File: config.mk
export PLATFORM = sky130hd
export DESIGN_NAME = relu
export DESIGN_NICKNAME = d
export VERILOG_FILES = /design/src/rtl/relu.sv
export SDC_FILE = /design/constraint.sdc
export NUM_CORES = 1
export LEC_CHECK = 0
export CORE_MARGIN = 2
export CORE_UTILIZATION = 45
export DETAILED_ROUTE_END_ITERATION = 7
export PLACE_DENSITY = 0.78
export REMOVE_ABC_BUFFERS = 1
export SLEW_MARGIN = 30
export SYNTH_ARGS = -nofsm -noshare
export SYNTH_HDL_FRONTEND = slang
export SYNTH_SLANG_ARGS = --single-unit
File: constraint.sdc
create_clock -name clk -period 4.3 [get_ports clk]
set_input_delay 0.645 -clock clk [delete_from_list [all_inputs] [get_ports clk]]
set_output_delay 0.645 -clock clk [all_outputs]
set_load 0.02 [all_outputs]
File: src/rtl/relu.sv
// Single-precision IEEE-754 ReLU / ReLU-derivative unit.
// Three-state handshake: capture operand, classify, publish a registered result.
module relu #(
  parameter logic [31:0] NAN_OUT = 32'h7FC00000
) (
  input  logic        clk,
  input  logic        rst,
  input  logic        rdy,
  input  logic [31:0] x_data,
  input  logic        deriv,
  output logic [31:0] z_data,
  output logic        done
);

  localparam logic [31:0] ONE_F  = 32'h3F800000;
  localparam logic [31:0] ZERO_F = 32'h00000000;

  typedef enum logic [1:0] {IDLE, CALC, DONE} state_t;

  state_t      state_q, state_d;
  logic [31:0] x_q, x_d;
  logic        deriv_q, deriv_d;
  logic [31:0] res_q, res_d;
  logic [31:0] z_q, z_d;
  logic        done_q, done_d;

  logic        sign_w;
  logic        is_nan_w;
  logic        is_zero_w;
  logic [31:0] result_w;

  assign sign_w    = x_q[31];
  assign is_nan_w  = (x_q[30:23] == 8'hFF) && (x_q[22:0] != 23'd0);
  assign is_zero_w = (x_q[30:0] == 31'd0);

  // Sign is never forwarded, so -0 collapses to +0; derivative at zero is 0.
  always_comb begin
    result_w = ZERO_F;
    if (is_nan_w) begin
      result_w = NAN_OUT;
    end else if (!deriv_q) begin
      result_w = sign_w ? ZERO_F : x_q;
    end else begin
      result_w = (!sign_w && !is_zero_w) ? ONE_F : ZERO_F;
    end
  end

  always_comb begin
    state_d = state_q;
    x_d     = x_q;
    deriv_d = deriv_q;
    res_d   = res_q;
    z_d     = z_q;
    done_d  = 1'b0;
    case (state_q)
      IDLE: begin
        if (rdy) begin
          x_d     = x_data;
          deriv_d = deriv;
          state_d = CALC;
        end
      end
      CALC: begin
        res_d   = result_w;
        state_d = DONE;
      end
      DONE: begin
        z_d     = res_q;
        done_d  = 1'b1;
        state_d = IDLE;
      end
      default: state_d = IDLE;
    endcase
  end

  always_ff @(posedge clk) begin
    if (rst) begin
      state_q <= IDLE;
      x_q     <= 32'd0;
      deriv_q <= 1'b0;
      res_q   <= 32'd0;
      z_q     <= 32'd0;
      done_q  <= 1'b0;
    end else begin
      state_q <= state_d;
      x_q     <= x_d;
      deriv_q <= deriv_d;
      res_q   <= res_d;
      z_q     <= z_d;
      done_q  <= done_d;
    end
  end

  assign z_data = z_q;
  assign done   = done_q;

endmodule

======== Word level (Yosys, flattened, before mapping) ========
Cells that the tools add are included.
Widths: inputs -> output; s select.
word-level totals
  register bits after elaboration ......... 100
  bits of input ports ..................... 36
  output and inout port bits .............. 33
  logic and storage cells ................. 25
cells by class
  equality and inequality tests ........... 4
  multiplexer cells ....................... 7
  reduce and logical (&&, ||, !) cells .... 8
operators by type and width
  cell                number
  $mux 31             3
  $logic_not 31->1    1
  $mux 30             1
  $reduce_bool 23->1  1
  $eq 8x8->1 const B  1
  $pmux 2 s2          1
  $eq 2x1->1 const B  1
  $eq 2x2->1 const B  1
  $logic_and 1x1->1   2
  $logic_not 1->1     2
  $logic_not 2->1     1
  $mux 2              1
  $ne 2x2->1 const B  1
  $reduce_and 2->1    1
  $mux 1              1

======== Logic depth before layout (Yosys ltp) ========
Gate-level depths: netlist of the first run.
  depth after elaboration ................. 6
  depth in mapped cells ................... 6
  mapped depth without buffers ............ 4

======== Worst setup path before layout of the first run ========
No wires, ideal clock.
  kind .................................... input to register
  from .................................... in rst
  to ...................................... reg res_q[12]
  setup time .............................. 0.067 ns
  arrival ................................. 1.429 ns
  data required time ...................... 4.233 ns
  setup slack ............................. 2.804 ns
  stages .................................. 4
  buffers on the path ..................... 1
  path through ............................ nor3_1 clkbuf_1 nand3_1 o21ai_2
RTL lines
  what                  line  RTL
  from (decl)           7     input logic rst,
  to (signal assigned)  88    res_q <= res_d;
  to (decl)             23    logic [31:0] res_q, res_d;

======== Worst setup path in the final report of the first run ========
  from .................................... reg z_q[27] (netlist: z_data[27])
  to ...................................... out z_data[27]
RTL lines
  what                    line  RTL
  from (decl)             24    logic [31:0] z_q, z_d;
  from (signal assigned)  89    z_q <= z_d;
  to (decl)               11    output logic [31:0] z_data,
No word-level cell between the ends.

==> metrics.txt, run 1 <==
status finished, final reports clean; total wire length 8020 um; Overflow after GRT 0; xor/xnor share of the synthesized area 0; first-pass GRT wire length 13100 um; DR DRC count 0; Period minus WS final 1960 ps; hold wc startpoint z_data[29]; CP delay by family, top buffers and inverters; critical-path cell list clkdlybuf4s50_1; Syn Area/Cell 8.26 um^2; Post-DP HPWL 5560 um; core area 0.00818 mm^2; Top Ports 69; Final Hold Viols 0; f_max 510 MHz; FP Rows 33; post-CTS setup repair buffer count 0; layout cell share with drive strength beyond 1 0.104; FF+latch count, synth 98; Compound-Gate Fraction of Synth Area 0.194; Crit path required time 3650 ps; first drt pass iteration count 4; post-cts sizing count 0; initial antenna violation count 0; Setup crit end kind primary output; worst stage delay on the critical path 610 ps; Yosys warning count 0; Max Cap Violations 0; starting density of the core 0.463; worst r2r src x_q[8]; Final setup viols 0; clock root buffer clkbuf_8; overall power 1.74 mW; worst skew pair latency 350 ps; PD cells 372 mW/mm^2; main combinational cell family by area after synthesis simple AND/OR/NAND/NOR gates; Post-Syn Instances 458; part of the Yosys area used for sequential elements 0.518; Synth Area in Adders 0; Slew HR 0.449; CP max stage cell clkdlybuf4s50_1; antenna viol nets, final 0; Syn-to-layout area delta 23.9%; H-Tree Depth 3; clock slew seen by the registers of the worst setup and hold paths 90 ps; Tcrit/Tclk final 0.456; Post-synth top cells nand2_1, dfxtp_1, a21oi_1; largest net degree at the start of global routing 85; WP buf/inv 1; Synth Area in Simple Gates 0.242; Synth area leader dfxtp_1; Leakage 1.64 nW; GPL Wtd Cong 0.775; worst min-delay path class register to register; setup repair after global routing missed its margin no; Slew Viols, Final 0; Post-synth EDFFs 0; kind of critical path register to primary output; average via count per standard cell 5.13; clock sink total 98; critical path arrival 1320 ps; Cell Area, Synth 0.00378 mm^2; ys async rst share 0; Final Skew 8.99 ps; top post-synthesis cells by area dfxtp_1, nand2_1, a21oi_1, o21ai_2, nand3_1; die area 0.00916 mm^2; Die H 95.7 um; CTS tree built; Die Wd 95.7 um; vias in the first global route 2844; Initial DRC Count 181; Sum Neg Setup Slack 0 ps; via count 3158; filler instances 733; I/O Buffers 67; crit path from z_data[27]; Slew @ Worst Pin 826 ps; ANT cells 0; drt wl/cell 13.0 um; CTS max path bufs 2; post-synth top area share 0.518; crit start category register; count of cell types in the netlist 30; fin nets 541; dominant synthesized flop cell dfxtp_1; Num CTS Buffers 9; maximum vdd drop 0.000236 V; overall routing resource usage 0.181; Crit Path Max Fanout 2; top-count cell post-synth nand2_1; hold buffers post-CTS 0; post-synthesis mux area share 0
-- sequential cells by signal, indices dropped and copies added (netlist names) --
name,count
x_q,32
state_q,2
res_q,31
z_data,31
deriv_q,1
done,1
-- logic make-up (layout without fill, tap and decap cells) --
logic type	after synthesis	in the layout
compound gates	115	115
simple gates	209	209
flops	98	98
other cells	1	1
buf+inv	35	87
-- path summary, 6_finish.rpt --
path              slack, ps  depth (start not counted)          to
hold / removal          460                          2  z_data[29]
setup reg to reg       2520                          4   res_q[23]
setup / recovery       2340                          1  z_data[27]
hold reg to reg         460                          2  z_data[29]
-- layer usage --
metal	wire length, um	global-route usage	up-vias	share of wire
met4	125	0.0607	0	0.016
li1	-	-	1644	-
met5	0	0	-	0
met1	3920	0.263	1419	0.49
met2	3590	0.267	84	0.45
met3	383	0.0407	11	0.048
-- cell usage in the layout, fill, tap and decap left out, types with 2 or more instances in the layout --
master           count
o21ai_0              3
clkdlybuf4s50_1     66
nor2b_4              2
nand2_1            152
nor4_2               3
a211oi_1             3
a21oi_1             73
and3_1               7
nand4_1              2
nor4_1               3
o32ai_1              7
dfxtp_1             98
o21ai_2             20
o21bai_1             7
nor2_1               9
buf_4                2
nand3_1             22
clkbuf_8            12
clkinv_2             2
-- metrics by stage --
stage	setup WS [ps]	cells	hold slack, ps	utilization	area (um^2)
6_report	2340	615	457	0.574	4690
2_1_floorplan	1720	424	425	-	3620
5_1_grt	2280	615	472	0.574	4690
4_1_cts	2320	615	460	0.573	4690
3_5_place_dp	2060	599	444	0.547	4470
3_3_place_gp	2010	598	440	0.543	4440
-- report_power, final --
part           internal [mW]  total (mW)  switching, mW
Combinational         0.0693       0.160         0.0907
Sequential             0.936       0.964         0.0282
Clock                  0.316       0.620          0.305
Total                   1.32        1.74          0.423
-- cell type report --
class | instances | area (um^2) | share of cell area
inverters | 1 | 3.75 | 0.000800
clock buffers | 12 | 165 | 0.0352
flip-flops and latches | 98 | 1960 | 0.418
repair buffers | 70 | 696 | 0.148
multi-input cells | 325 | 1680 | 0.359
clock inverters | 4 | 48.8 | 0.0104
well taps | 105 | 131 | 0.0280
(Power assumes the default switching activity.)
==> run 2, diff against run 1 <==
PLACE_DENSITY = 0.81   (was 0.78)
clock period = 1.6 ns   (was 4.3 ns; I/O delays follow)
==> run 2 against run 1 <==
  * Clock skew about the same
  * Core utilization up 2.8 points
  * Largest cell class unchanged
  * Highest routed layer unchanged
  * Critical endpoint is now res_q[25]
  * Clock power up 140%
  * Sequential cell count unchanged
  * First-iteration DRC count up 5.0%
  * Routed wire length up 11%
  * Worst hold slack worse by 69 ps
  * Final area up 4.9%
  * Cell count up 3.6%
  * Global-route usage up 1.3 points
  * Die area unchanged
==> metrics.txt, run 2 (synthesized netlist as in run 1, its figures left out) <==
status finished, final reports clean; Slew Viols, Final 0; Sum Neg Setup Slack 0 ps; largest net degree at the start of global routing 84; filler instances 696; Final Hold Viols 0; overall power 4.58 mW; Min-Delay Endpoint res_q[26]; clock sink total 98; reg2reg end res_q[25]; Largest register FFs 32; Initial DRC Count 190; Syn-to-layout area delta 30.0%; core area 0.00818 mm^2; clock slew seen by the registers of the worst setup and hold paths 100 ps; Leakage 2.00 nW; Max Cap Violations 0; Overflow after GRT 0; FP Rows 33; fin nets 563; CP max stage cell dfxtp_1; Final setup viols 0; total wire length 8930 um; antenna viol nets, final 0; hold wc startpoint rst; Hold Crit Depth 3; worst min-delay path class input pin to register; critical-path cell list nor4_4, nand4_4, a221oi_4, buf_6, o32ai_1; die area 0.00916 mm^2; kind of critical path register to register; initial antenna violation count 0; Setup crit end kind register; CTS max path bufs 2; starting density of the core 0.463; vias in the first global route 3013; clock root buffer clkbuf_8; layout cell share with drive strength beyond 1 0.148; Tcrit/Tclk final 0.985; GPL Wtd Cong 0.761; Post-DP HPWL 5850 um; critical path arrival 1810 ps; f_max 634 MHz; Largest Register x_q; Die Wd 95.7 um; Crit Path Max Fanout 7; worst stage delay on the critical path 340 ps; I/O Buffers 67; crit start category register; Num CTS Buffers 9; FF-to-FF setup slack 20 ps; H-Tree Depth 3; Final Skew 9.42 ps; drt wl/cell 14.0 um; Crit path required time 1840 ps; overall routing resource usage 0.194; reg2reg path depth 5; CTS tree built; ANT cells 0; most frequent cells in the layout nand2_1, dfxtp_1, a21oi_1, clkdlybuf4s50_1, nand3_1; worst hold margin 388 ps; first-pass GRT wire length 13900 um; via count 3317; Period minus WS final 1580 ps; first drt pass iteration count 5; PD cells 931 mW/mm^2; worst r2r src x_q[16]; DR DRC count 0; Top Ports 69; worst skew pair latency 370 ps; Die H 95.7 um; maximum vdd drop 0.000468 V; commonest non-fill, non-tap cell in the layout nand2_1; average via count per standard cell 5.21
## run 2: how the worst max path moves through the flow
stage               slack [ps]       start         end
global route                -5     x_q[16]   res_q[25]
floorplan                 -980  state_q[0]   res_q[10]
detailed placement         -50      x_q[8]   res_q[25]
global placement            50      x_q[8]   res_q[23]
finish                      20     x_q[16]   res_q[25]
CTS                          9  z_data[17]  z_data[17]
## run 2: power by group
group	total [mW]	internal [mW]	switching [mW]	leakage [nW]
Sequential	2.59	2.52	0.0781	0.797
Clock	1.47	0.574	0.891	0.0794
Combinational	0.521	0.242	0.279	1.12
Total	4.58	3.33	1.25	2.00
## run 2: area by class of cell
class                           instances  area, um^2  share of cell area
Tap cell                              105         131              0.0267
Sequential cell                        98        1960               0.399
Inverter                                1        3.75            0.000763
Clock inverter                          7        55.1              0.0112
Clock buffer                            9         124              0.0252
Timing Repair Buffer                   91         910               0.185
Multi-Input combinational cell        326        1730               0.352
## run 2: per-stage QoR
| step | utilization | std cells | setup WS (ps) | instance area (um^2) |
|---|---|---|---|---|
| floorplan | - | 424 | -981 | 3620 |
| global placement | 0.565 | 618 | 45.8 | 4620 |
| detailed placement | 0.565 | 618 | -47.3 | 4620 |
| CTS | 0.587 | 635 | 8.67 | 4800 |
| global route | 0.602 | 637 | -4.62 | 4920 |
| finish | 0.602 | 637 | 23.7 | 4920 |
## run 2: critical path: cells and delay by family (launching register included)
kind,cells,cell delay (ps)
flip-flops,1,340
AO/OA/AOI/OAI,2,390
buffers and inverters,1,160
AND/OR/NAND/NOR,2,550
## run 2: routing by layer
layer,up-vias,part of all wire,routed length [um],track usage
met5,-,0,0,0
met4,0,0.019,167,0.0679
met3,17,0.055,488,0.0345
met2,98,0.47,4210,0.307
met1,1515,0.46,4060,0.268
li1,1687,-,-,-
## run 2: timing repair
item	CTS	global route
buffers inserted	1	1
gates cloned	0	1
resized for setup	0	27
pin swaps	1	4
hold buffers	0	0
setup endpoints to repair	7	33
